==> src/rtl/serial_subtractor.sv <==
// Bit-serial two's-complement subtractor: diff = a - b - bin, LSB first,
// one full-subtractor cell with a registered borrow, start/busy/done handshake.
module serial_subtractor #(
  parameter int WIDTH = 4
) (
  input  logic             clk,
  input  logic             rst_n,
  input  logic             start,
  input  logic [WIDTH-1:0] a,
  input  logic [WIDTH-1:0] b,
  input  logic             bin,
  output logic             busy,
  output logic             done,
  output logic [WIDTH-1:0] diff,
  output logic             bout,
  output logic             zero,
  output logic             ovf
);

  localparam int CW = (WIDTH > 1) ? $clog2(WIDTH) : 1;

  localparam logic [1:0] IDLE = 2'd0;
  localparam logic [1:0] RUN  = 2'd1;
  localparam logic [1:0] DONE = 2'd2;

  logic [1:0]       state;
  logic [1:0]       state_next;
  logic [CW-1:0]    cnt;
  logic [WIDTH-1:0] a_sh;
  logic [WIDTH-1:0] b_sh;
  logic [WIDTH-1:0] work;
  logic             borrow;
  logic             a_msb;
  logic             b_msb;

  logic             a_i;
  logic             b_i;
  logic             d;
  logic             borrow_next;
  logic [WIDTH-1:0] work_next;
  logic             last;
  logic             accept;

  always_comb begin
    a_i         = a_sh[0];
    b_i         = b_sh[0];
    d           = a_i ^ b_i ^ borrow;
    borrow_next = (~a_i & b_i) | (~(a_i ^ b_i) & borrow);
    work_next   = {d, work[WIDTH-1:1]};
    last        = (cnt == CW'(WIDTH - 1));
    accept      = start && ((state == IDLE) || (state == DONE));

    state_next = state;
    case (state)
      IDLE:    if (accept) state_next = RUN;
      RUN:     if (last) state_next = DONE;
      DONE:    state_next = accept ? RUN : IDLE;
      default: state_next = IDLE;
    endcase
  end

  // Results are captured from the post-shift values so the final bit and
  // final borrow land in the same edge that enters DONE.
  always_ff @(posedge clk) begin
    if (!rst_n) begin
      state  <= IDLE;
      busy   <= 1'b0;
      done   <= 1'b0;
      cnt    <= '0;
      a_sh   <= '0;
      b_sh   <= '0;
      work   <= '0;
      borrow <= 1'b0;
      a_msb  <= 1'b0;
      b_msb  <= 1'b0;
      diff   <= '0;
      bout   <= 1'b0;
      zero   <= 1'b0;
      ovf    <= 1'b0;
    end else begin
      state <= state_next;
      busy  <= (state_next == RUN);
      done  <= (state_next == DONE);

      if (accept) begin
        a_sh   <= a;
        b_sh   <= b;
        a_msb  <= a[WIDTH-1];
        b_msb  <= b[WIDTH-1];
        borrow <= bin;
        cnt    <= '0;
      end else if (state == RUN) begin
        a_sh   <= a_sh >> 1;
        b_sh   <= b_sh >> 1;
        work   <= work_next;
        borrow <= borrow_next;
        cnt    <= cnt + CW'(1);
        if (last) begin
          diff <= work_next;
          bout <= borrow_next;
          zero <= (work_next == '0);
          ovf  <= (a_msb != b_msb) && (d != a_msb);
        end
      end
    end
  end

endmodule

==> config.mk <==
export PLATFORM = sky130hd
export DESIGN_NAME = serial_subtractor
export DESIGN_NICKNAME = d
export VERILOG_FILES = /design/src/rtl/serial_subtractor.sv
export SDC_FILE = /design/constraint.sdc
export NUM_CORES = 1
export LEC_CHECK = 0
export ABC_AREA = 1
export CAP_MARGIN = 20
export CORE_ASPECT_RATIO = 0.8
export CORE_MARGIN = 1
export CORE_UTILIZATION = 50
export DETAILED_ROUTE_END_ITERATION = 12
export PLACE_DENSITY_LB_ADDON = 0.08
export SYNTH_ARGS = -nofsm -noshare
export SYNTH_HDL_FRONTEND = slang
export SYNTH_SLANG_ARGS = --single-unit
==> constraint.sdc <==
create_clock -name clk -period 1.5 [get_ports clk]
set_clock_uncertainty 0.05 [all_clocks]
set_input_delay 0.3 -clock clk [delete_from_list [all_inputs] [get_ports clk]]
set_output_delay 0.3 -clock clk [all_outputs]
set_load 0.1 [all_outputs]
==> metrics.txt <==
worst slew pin tran 0.329 ns; # diodes 0; WL per Instance 12.2 µm; Mapped Avg Cell Area 7.25 µm²; placer congestion estimate 0.835; Worst EP arrival 1.65 ns; DRC 0; share of post-route cells with drive strength above 1 14.4%; CP startpoint kind flop; aggregate global routing overflow 0; Iteration-0 DRC Markers 24; Syn. warnings 0; core footprint 0.00198 mm²; PnR worst setup slack 0.0555 ns; CP Capture Type flop; hold_ws 0.436 ns; die area 0.00241 mm²; routed via count 1014; Syn Inst Count 153; clock-pin slew on the worst setup and hold paths 0.14 ns; RSZ-0062 raised after global routing no; Relative slew margins 78.0%; root buffer selected by CTS clkbuf_4; Peak supply drop 0.000807 V; Pre-Repair DR Iteration Count 4; clock period minus final worst setup slack 1.44 ns; FP Rows 14; outcome complete, no violations; dpl ws -0.0697 ns; port buffer count 20; critical path class flop to flop; Post-CTS Setup Inserts 0; first-pass GRT wire length 4330 µm; vias per inst 4.95; Netlist cell types 17; largest net degree at the start of global routing 15; Ports 21; Worst EP required 1.70 ns; Finish-stage setup viols 0; Clk pwr share 23.7%; vias in the first global route 1008; part of the Yosys area used for sequential elements 48.8%; H-tree levels 1; Final Max Tran Viols 0; cts bufs inserted 3; initial antenna violation count 0; fmax 692 MHz; Post-Route WL 2490 µm; Synth Register Bits 27; Final Hold Fails 0; syn_nets 167; Sum Neg Setup Slack 0 ns; Nets 196; DP Wirelength 1900 µm; CTS tree built; fin util 75.7%; die width 54.6 µm; final worst-path cycle share 96.3%; Switching Share 28.0%; die height 44.1 µm; Final ANT Viol Nets 0; Power Internal 962 µW; gr usage total 25.6%; Post-Syn Area 0.00111 mm²; Crit Path Max Fanout 5; Area Overhead vs Synth 35.2%; Hold Crit Class flop to flop; Max clock buf depth 2; cell leakage power 0.670 nW; Clock Latency Late Sink 0.33 ns; Power, Total 1.34 mW; CTS sink cnt 27; starting density of the core 56.0%; max_cap viols 0; P per Cell Area 892 mW/mm²; Seq pwr share 58.5%; Logic pwr share 17.8%; switching power 375 µW
[placed cells by master (no fill, tap or decap), drive strengths merged]
master and count:
nand2 37, dfxtp 27, nor2 23, inv 22
buf 17, nand3 14, a21oi 14, clkdlybuf4s50 11
o21ai 8, clkbuf 4, o22ai 1, xor2 1
fa 1, ha 1
[cell type report]
type | instances | area, µm²
sequential | 27 | 542
fill | 166 | 480
multi-input combinational | 100 | 468
timing repair buffer | 28 | 350
inverter | 22 | 82.6
tap | 24 | 30.0
clock buffer | 4 | 26.3
[kinds of logic after synthesis]
logic type                 after synthesis  share of synthesized area [%]
and+or+nand+nor                         74                           27.8
DFF                                     27                           48.8
buffers and inverters                   26                           9.26
AOI/OAI and AO/OA                       23                           10.5
adders and majority gates                2                           2.93
xor gates and xnor gates                 1                          0.790
[worst max-delay path, cell delays in order, from the launching register on]
cell	delay [ns]
dfxtp_1	0.34
inv_1	0.06
fa_2	0.61
nor2_1	0.07
nand2_1	0.05
nand3_1	0.07
nand2_1	0.07
inv_1	0.03
[cell usage after synthesis (all sizes together)]
cell / n / area share, %
ha: 1 / 1.1
buf: 2 / 1.1
o22ai: 1 / 0.56
xor2: 1 / 0.79
dfxtp: 27 / 49
a21oi: 14 / 6.3
nand3: 14 / 6.3
o21ai: 8 / 3.6
fa: 1 / 1.8
nor2: 23 / 8.5
nand2: 37 / 13
inv: 22 / 7.4
clkbuf: 2 / 0.68
[path summary, 6_finish.rpt]
path | startpoint | end | slack [ns] | cells past startpoint
setup reg to reg | borrow | ovf | 0.06 | 7
hold / removal | b_sh[3] | b_sh[3] | 0.44 | 2
hold reg to reg | b_sh[3] | b_sh[3] | 0.44 | 2
setup / recovery | borrow | ovf | 0.06 | 7
[routing by layer]
| layer | up-vias | global-route usage [%] | part of all wire [%] |
|---|---|---|---|
| met4 | 0 | 8.72 | 1.4 |
| met3 | 6 | 7.56 | 5.1 |
| met5 | - | 0 | 0 |
| li1 | 528 | - | - |
| met2 | 27 | 41.9 | 46 |
| met1 | 453 | 31.7 | 47 |
[stage by stage]
step | cells | instance area, µm²
after CTS | 205 | 1500
after global routing | 205 | 1500
after global placement | 201 | 1470
after detailed placement | 201 | 1470
after floorplan | 153 | 1110
final | 205 | 1500
[power groups by stage]
stage	Clock, mW	Combinational [mW]	Sequential, mW
after floorplan	0	0.128	0.807
after CTS	0.327	0.236	0.781
final	0.316	0.238	0.782
after global placement	0	0.222	0.796
after global routing	0.357	0.266	0.788
after detailed placement	0	0.232	0.797
[flip-flops by register name, indices dropped and copies added (netlist names), 2 cells and up]
name / cells
diff: 4
cnt: 2
state: 2
a_sh: 4
b_sh: 4
work: 3
[what timing repair did]
action,in CTS,in global routing
resized for setup,1,2
hold buffers,0,0
pin swaps,0,1
endpoints found under the setup margin,2,2
Note: power is estimated with default switching activity, not from simulation.
